[src/rtl/decode_pkg.sv]
// Shared types and opcode prefixes for the LEGv8 decode stage.
// Opcode constants are the leading bits each immediate format is keyed on.
package decode_pkg;

    typedef enum logic [2:0] {
        IMM_NONE = 3'd0,
        IMM_D    = 3'd1,
        IMM_I    = 3'd2,
        IMM_CB   = 3'd3,
        IMM_B    = 3'd4
    } imm_type_e;

    localparam logic [5:0]  OP_B     = 6'b000101;
    localparam logic [5:0]  OP_BL    = 6'b100101;
    localparam logic [7:0]  OP_CBZ   = 8'b10110100;
    localparam logic [7:0]  OP_BCOND = 8'b01010100;
    localparam logic [10:0] OP_LDUR  = 11'b11111000010;
    localparam logic [10:0] OP_STUR  = 11'b11111000000;
    localparam logic [9:0]  OP_ADDI  = 10'b1001000100;
    localparam logic [9:0]  OP_SUBI  = 10'b1101000100;

endpackage

[src/rtl/decode_imm_stage_imm_gen.sv]
// Immediate classifier and extender for one LEGv8 instruction.
// Combinational, zero latency; no handshake.
module imm_gen
    import decode_pkg::*;
(
    input  logic [31:0] instr,
    output logic [63:0] imm,
    output logic [2:0]  imm_type
);

    imm_type_e   kind;
    logic [63:0] imm_d;
    logic [63:0] imm_cb;
    logic [63:0] imm_b;
    logic [63:0] imm_i;

    signExtend #(.WIDTH(9))  u_sx_d  (.din(instr[20:12]), .dout(imm_d));
    signExtend #(.WIDTH(19)) u_sx_cb (.din(instr[23:5]),  .dout(imm_cb));
    signExtend #(.WIDTH(26)) u_sx_b  (.din(instr[25:0]),  .dout(imm_b));

    assign imm_i = {52'd0, instr[21:10]};

    // First matching prefix wins; branch offsets stay unshifted for execute.
    always_comb begin
        kind = IMM_NONE;
        if (instr[31:26] == OP_B || instr[31:26] == OP_BL) begin
            kind = IMM_B;
        end else if (instr[31:24] == OP_CBZ || instr[31:24] == OP_BCOND) begin
            kind = IMM_CB;
        end else if (instr[31:21] == OP_LDUR || instr[31:21] == OP_STUR) begin
            kind = IMM_D;
        end else if (instr[31:22] == OP_ADDI || instr[31:22] == OP_SUBI) begin
            kind = IMM_I;
        end
    end

    always_comb begin
        imm = 64'd0;
        case (kind)
            IMM_D:   imm = imm_d;
            IMM_I:   imm = imm_i;
            IMM_CB:  imm = imm_cb;
            IMM_B:   imm = imm_b;
            default: imm = 64'd0;
        endcase
    end

    assign imm_type = kind;

endmodule

[src/rtl/signExtend.sv]
// Sign-extends a WIDTH-bit field to 64 bits.
// Purely combinational, no handshake.
module signExtend #(
    parameter int WIDTH = 9
) (
    input  logic [WIDTH-1:0] din,
    output logic [63:0]      dout
);

    assign dout = {{(64-WIDTH){din[WIDTH-1]}}, din};

endmodule

[src/rtl/decode_imm_stage.sv]
// IF/ID register: captures instruction, PC and extended immediate.
// Latency 1 cycle; two-entry skid buffer, in_ready driven from registered state only.
module decode_imm_stage
    import decode_pkg::*;
#(
    parameter int PC_W    = 64,
    parameter int INSTR_W = 32
) (
    input  logic               clk,
    input  logic               reset,
    input  logic               in_valid,
    output logic               in_ready,
    input  logic [INSTR_W-1:0] in_instr,
    input  logic [PC_W-1:0]    in_pc,
    input  logic               flush,
    output logic               out_valid,
    input  logic               out_ready,
    output logic [INSTR_W-1:0] out_instr,
    output logic [PC_W-1:0]    out_pc,
    output logic [63:0]        out_imm,
    output logic [2:0]         out_imm_type
);

    logic [63:0] gen_imm;
    logic [2:0]  gen_type;

    imm_gen u_imm_gen (
        .instr    (in_instr[31:0]),
        .imm      (gen_imm),
        .imm_type (gen_type)
    );

    logic               main_vld;
    logic               skid_vld;
    logic [INSTR_W-1:0] skid_instr;
    logic [PC_W-1:0]    skid_pc;
    logic [63:0]        skid_imm;
    logic [2:0]         skid_type;

    logic accept;
    logic drain;

    assign in_ready  = ~skid_vld & ~reset;
    assign accept    = in_valid & in_ready;
    assign drain     = main_vld & out_ready;
    assign out_valid = main_vld;

    always_ff @(posedge clk) begin
        if (reset || flush) begin
            main_vld     <= 1'b0;
            skid_vld     <= 1'b0;
            out_instr    <= '0;
            out_pc       <= '0;
            out_imm      <= '0;
            out_imm_type <= IMM_NONE;
            skid_instr   <= '0;
            skid_pc      <= '0;
            skid_imm     <= '0;
            skid_type    <= IMM_NONE;
        end else if (drain && skid_vld) begin
            // Skid always holds the younger entry, so it moves up behind main.
            main_vld     <= 1'b1;
            skid_vld     <= 1'b0;
            out_instr    <= skid_instr;
            out_pc       <= skid_pc;
            out_imm      <= skid_imm;
            out_imm_type <= skid_type;
        end else if (drain || !main_vld) begin
            main_vld <= accept;
            if (accept) begin
                out_instr    <= in_instr;
                out_pc       <= in_pc;
                out_imm      <= gen_imm;
                out_imm_type <= gen_type;
            end
        end else if (accept) begin
            skid_vld   <= 1'b1;
            skid_instr <= in_instr;
            skid_pc    <= in_pc;
            skid_imm   <= gen_imm;
            skid_type  <= gen_type;
        end
    end

endmodule
[config.mk]
export PLATFORM = sky130hd
export DESIGN_NAME = decode_imm_stage
export DESIGN_NICKNAME = d
export VERILOG_FILES = /design/src/rtl/decode_pkg.sv /design/src/rtl/decode_imm_stage_imm_gen.sv /design/src/rtl/signExtend.sv /design/src/rtl/decode_imm_stage.sv
export SDC_FILE = /design/constraint.sdc
export NUM_CORES = 1
export LEC_CHECK = 0
export CORE_MARGIN = 3
export CORE_UTILIZATION = 45
export CTS_CLUSTER_DIAMETER = 40
export DETAILED_ROUTE_END_ITERATION = 10
export PLACE_DENSITY = 0.82
export REMOVE_ABC_BUFFERS = 1
export SETUP_SLACK_MARGIN = 0.1
export SLEW_MARGIN = 40
export SYNTH_ARGS = -nofsm -noshare
export SYNTH_HDL_FRONTEND = slang
export SYNTH_HIERARCHICAL = 1
export SYNTH_SLANG_ARGS = --single-unit
[constraint.sdc]
create_clock -name clk -period 3.1 [get_ports clk]
set_clock_uncertainty 0.15 [all_clocks]
set_input_delay 0.31 -clock clk [delete_from_list [all_inputs] [get_ports clk]]
set_output_delay 0.31 -clock clk [all_outputs]
set_load 0.01 [all_outputs]
==> results.py <==
metrics = {
    "global_route": {
        "grt_pass1_vias": 13582,
        "overflow": 0,
        "grt.total_usage": 0.222,
        "grt_max_degree": 145,
        "grt_pass1_wl_um": 67600,
        "grt_antenna_before_repair": 0,
    },
    "timing": {
        "finalCriticalPeriod_ns": 2.26,
        "timing.final.crit_share": 0.730,
        "finalMaxSlewViolations": 0,
        "hold_viol_final": 0,
        "max_slew_margin": 0.508,
        "rsz0062_at_grt": "no",
        "setup_viol": 0,
        "hold-worst-slack_ns": 0.200,
        "fmax_mhz": 442,
        "worstMarginPinSlew_ns": 0.738,
    },
    "yosys": {
        "synthArstFlopShare": 0,
        "synth_top_area_cell": "dfxtp_1",
        "synth_most_common_cell": "nand2_1",
        "synth_warnings": 6,
        "syn-instance-count": 2047,
        "syn_area_um2": 15400,
        "synth_area_leaders": "dfxtp_1 43%, nand2_1 19%, buf_4 9.7%",
        "avgSynthCellArea_um2": 7.50,
        "synth_edf_count": 0,
        "synth_cell_types": 34,
        "yosys-top-cells-count": "768 x nand2_1, 328 x dfxtp_1, 198 x buf_4",
        "synth-seq-cells": 328,
        "synthFlopType": "dfxtp_1",
        "ys_seq_area_frac": 0.428,
        "yosysTopAreaCellShare": 0.428,
    },
    "route": {
        "m1WireLength_um": 17200,
        "drc": 0,
        "wl_met2_um": 19600,
        "drt-total-wl_um": 41700,
        "wl_per_cell_um": 16.5,
        "top_layer": "met4",
        "num_vias": 13973,
        "drt_iter0_drc": 1168,
        "wl_met3_um": 3460,
        "firstDrtPassIters": 5,
        "viasPerCell": 5.54,
        "postRouteAntennaNets": 0,
    },
    "floorplan": {
        "coreArea_um2": 33600,
        "dieWidth_um": 191,
        "std_cell_rows": 67,
        "initial_utilization": 0.457,
        "num_io_pins": 266,
        "die_h_um": 191,
        "fp.dieArea_um2": 36400,
    },
    "setup_path": {
        "cp_max_fo": 42,
        "r2r_end": "out_imm[12]$_SDFFE_PP0P_",
        "arrival_ns": 2.56,
        "required_ns": 3.40,
        "start_kind": "input port",
        "end_kind": "flop",
        "r2r_start": "out_valid$_SDFFE_PP0P_",
        "path_class": "in -> reg",
        "ff2ff_setup_slack_ns": 0.98,
        "r2r_cells": 5,
    },
    "power_and_ir_drop": {
        "pwr-share-seq": 0.413,
        "p_sw_mw": 2.50,
        "leakage_nw": 6.27,
        "power.total_mw": 10.5,
        "pwr-share-clk": 0.518,
        "combinationalPowerShare": 0.069,
        "p_int_mw": 8.00,
        "ir_drop_mv": 0.468,
        "power.density_nw_per_um2": 576,
        "swShare": 0.238,
    },
    "cts": {
        "ctsLongestPathBuffers": 3,
        "cts_setup_buffers": 0,
        "clock_latency_ns": 0.54,
        "root_buffer": "clkbuf_16",
        "numClockSinks": 328,
        "cts_hold_buf": 0,
        "cts.clk_slew.worst_paths_ns": 0.06,
        "cts_tree": "built",
        "numCtsBuffers": 47,
        "htreeDepth": 2,
        "ctsResizeCount": 0,
    },
    "finish": {
        "layout-drive-gt1-share": 0.0637,
        "antenna_cells": 0,
        "final_nets": 2136,
        "area_growth_pct": 18.6,
    },
    "flow_run": {
        "cap_viol_max_count": 0,
    },
    "worst_hold_path": {
        "min_path_cells": 3,
        "hp-class": "in -> reg",
        "hold_end": "skid_pc[35]$_SDFFE_PP0P_",
        "hp-start": "in_pc[35]",
    },
    "placed_design": {
        "hpwl_um": 24400,
        "port_buffers": 265,
        "place.gp.congestion": 0.786,
    },
    "outcome": {
        "status": "finished clean",
    },
}
-- registers in the layout (all words and copies together), names as in the netlist --
register / count
out_imm: 64
out_imm_type: 3
out_instr: 32
out_pc: 64
out_valid: 1
skid_imm: 64
skid_instr: 32
skid_pc: 64
skid_type: 3
skid_vld: 1
-- critical path, cell delays in order --
cell	delay, ns
clkdlybuf4s50_1	0.56
or4b_4	0.53
nor4b_4	0.42
buf_12	0.27
nand2_1	0.09
nand2_1	0.12
nand2_1	0.06
a31oi_1	0.19
-- cells by family (layout without fill, tap and decap cells) --
| logic type | Yosys count | after routing | share of synthesized area |
|---|---|---|---|
| compound gates | 569 | 569 | 0.213 |
| buf+inv | 358 | 384 | 0.160 |
| flops | 328 | 328 | 0.428 |
| simple gates | 792 | 792 | 0.200 |
-- how the worst max path moves through the flow --
stage | endpoint | start
finish | out_imm[43]$_SDFFE_PP0P_ | in_instr[31]
global route | out_imm[43]$_SDFFE_PP0P_ | in_instr[26]
CTS | out_imm[43]$_SDFFE_PP0P_ | in_instr[31]
detailed placement | out_imm[6]$_SDFFE_PP0P_ | in_instr[31]
global placement | out_imm[11]$_SDFFE_PP0P_ | in_instr[31]
floorplan | skid_imm[0]$_SDFFE_PP0P_ | skid_vld$_SDFFE_PP0P_
-- power groups by stage --
stage               Sequential [mW]  Combinational [mW]  Clock, mW
floorplan                      4.45               0.226          0
global route                   4.34               0.788       5.74
CTS                            4.33               0.727       5.54
finish                         4.33               0.728       5.44
global placement               4.42               0.713          0
detailed placement             4.42               0.722          0
-- layer usage --
layer,global-route usage,vias to the layer above
met5,0,-
met4,0.0895,0
met3,0.0460,109
met2,0.374,602
met1,0.277,6580
li1,-,6682
-- placed cells by master (no fill, tap or decap), types with 8 or more instances in the layout --
cell type and count:
o21ai_0 147, clkbuf_8 8, a21oi_1 164, clkdlybuf4s50_1 262, buf_4 15, dfxtp_1 328, o21ai_1 17, nand2_1 768
buf_12 16, a31oi_1 163, clkbuf_16 49, a22oi_1 76
-- through the flow --
step	utilization	area, um^2	cells	setup slack (ns)	TNS [ns]
global placement	0.493	16600	2434	0.380	0
global route	0.542	18200	2521	0.751	0
detailed placement	0.493	16600	2434	0.296	0
finish	0.542	18200	2521	0.838	0
floorplan	-	12900	1690	-1.90	-500.65
CTS	0.542	18200	2521	0.868	0
-- final cells by class --
class	instances	area (um^2)
Inverter	1	3.75
Fill cell	2953	15400
Sequential cell	328	6570
Clock inverter	26	282
Clock buffer	61	1350
Timing Repair Buffer	296	3070
Multi-Input combinational cell	1361	6380
Tap cell	448	561
(Power assumes the default switching activity.)
==> RTL edit, RTL diff (config.mk and constraints unchanged) <==
Change the parameter `INSTR_W` from 32 to 48.
--- a/src/rtl/decode_imm_stage.sv
+++ b/src/rtl/decode_imm_stage.sv
@@ -4,7 +4,7 @@
     import decode_pkg::*;
 #(
     parameter int PC_W    = 64,
-    parameter int INSTR_W = 32
+    parameter int INSTR_W = 48
 ) (
     input  logic               clk,
     input  logic               reset,
Interface: changed (resized in_instr and out_instr); port bits go from 266 to 298. The function was not compared with the original's and may differ.
==> RTL edit against the unedited design <==
First-iteration DRC count increased by 16%; routed wire length increased by 14%; worst setup slack got worse by 120 ps; highest routed layer unchanged; cell area increased by 9.0%; critical path depth unchanged; area after synthesis increased by 7.0%; total power increased by 10%; combinational power increased by 12%; sequential cell count increased by 32; via count increased by 9.9%; clock power increased by 11%; largest cell class unchanged; die area increased by 6.8%.
==> RTL edit: results (changes against the unedited design) <==
* Worst setup margin at 718 ps (was 838 ps)
* Critical Path Fanout Max at 66 (was 42)
* Final Non-Filler Cells at 2,716 (was 2,521)
* Port bufs at 297 (was 265)
* Share of layout cells above drive strength 1 at 6.21% (was 6.37%)
* Vias in the first global route at 14,862 (was 13,582)
* Largest net degree at the start of global routing at 178 (was 145)
* Sequential area share after synthesis at 43.9% (was 42.8%)
* Hold path startpoint: in_pc[36] (was in_pc[35])
* Non-clock buffer share at 16.9% (about the same)
* Worst setup path startpoint: in_instr[30] (was in_instr[31])
* Sw frac at 24.6% (was 23.8%)
* Final HPWL DP at 26,600 um (was 24,400 um)
* Clock-cell share at 9.18% (was 8.96%)
* Vias per cell at 5.65 (was 5.54)
* Status: complete, no violations (unchanged)
* Reg2Reg Setup Slack at 1060 ps (was 980 ps)
* Sequential Power Share at 41.0% (was 41.3%)
* TritonCTS Buffers at 52 (was 47)
* Register Area at 7210 um^2 (was 6570 um^2)
* Non-CTS buffers at 324 (was 296)
* Initial DRC count at 1,356 (was 1,168)
* Clock power share at 51.9% (was 51.8%)
* Nets at 2,329 (was 2,136)
* Synthesized flop and latch total at 360 (was 328)
* Pint at 8750 uW (was 8000 uW)
* Worst slack, placed at 271 ps (was 296 ps)
* Routed WL at 47,700 um (was 41,700 um)
* Rel. slew slack at 46.9% (was 50.8%)
* Gate Count Post-Synth at 2,206 (was 2,047)
* Pleak at 0.00688 uW (was 0.00627 uW)
* First-pass GRT wire length at 75,800 um (was 67,600 um)
* Worst VDD drop at 0.429 mV (was 0.468 mV)
* Reg2Reg Capture Point: out_instr[43] (was out_imm[12])
* Drt pass-1 iters at 8 (was 5)
## RTL edit: cell types whose count changed in the layout (fill, tap and decap cells not counted), sizes merged
cell	unedited run	this run
clkbuf	61	60
clkinv	5	18
o21ai	164	180
clkinvlp	7	4
buf	34	29
clkdlybuf4s50	262	294
dlygate4sd3	0	1
dfxtp	328	360
a21oi	164	180
a31oi	163	179
bufinv	3	4
nand2	769	833
## RTL edit: through the flow
stage | util [%] | TNS (ps) | hold WS, ps
after floorplan | - | -1030580 | 287
after global placement | 50.4 | 0 | 291
after detailed placement | 50.4 | 0 | 297
after CTS | 55.5 | 0 | 107
after global routing | 55.5 | 0 | 131
final | 55.5 | 0 | 153
## RTL edit: layer usage
layer | track usage (%) | part of all wire (%) | vias up
met4 | 9.56 | 3.2 | 0
met5 | 0 | 0 | -
li1 | - | - | 7254
met3 | 3.80 | 8.1 | 116
met2 | 40.7 | 49 | 744
met1 | 29.1 | 40 | 7238
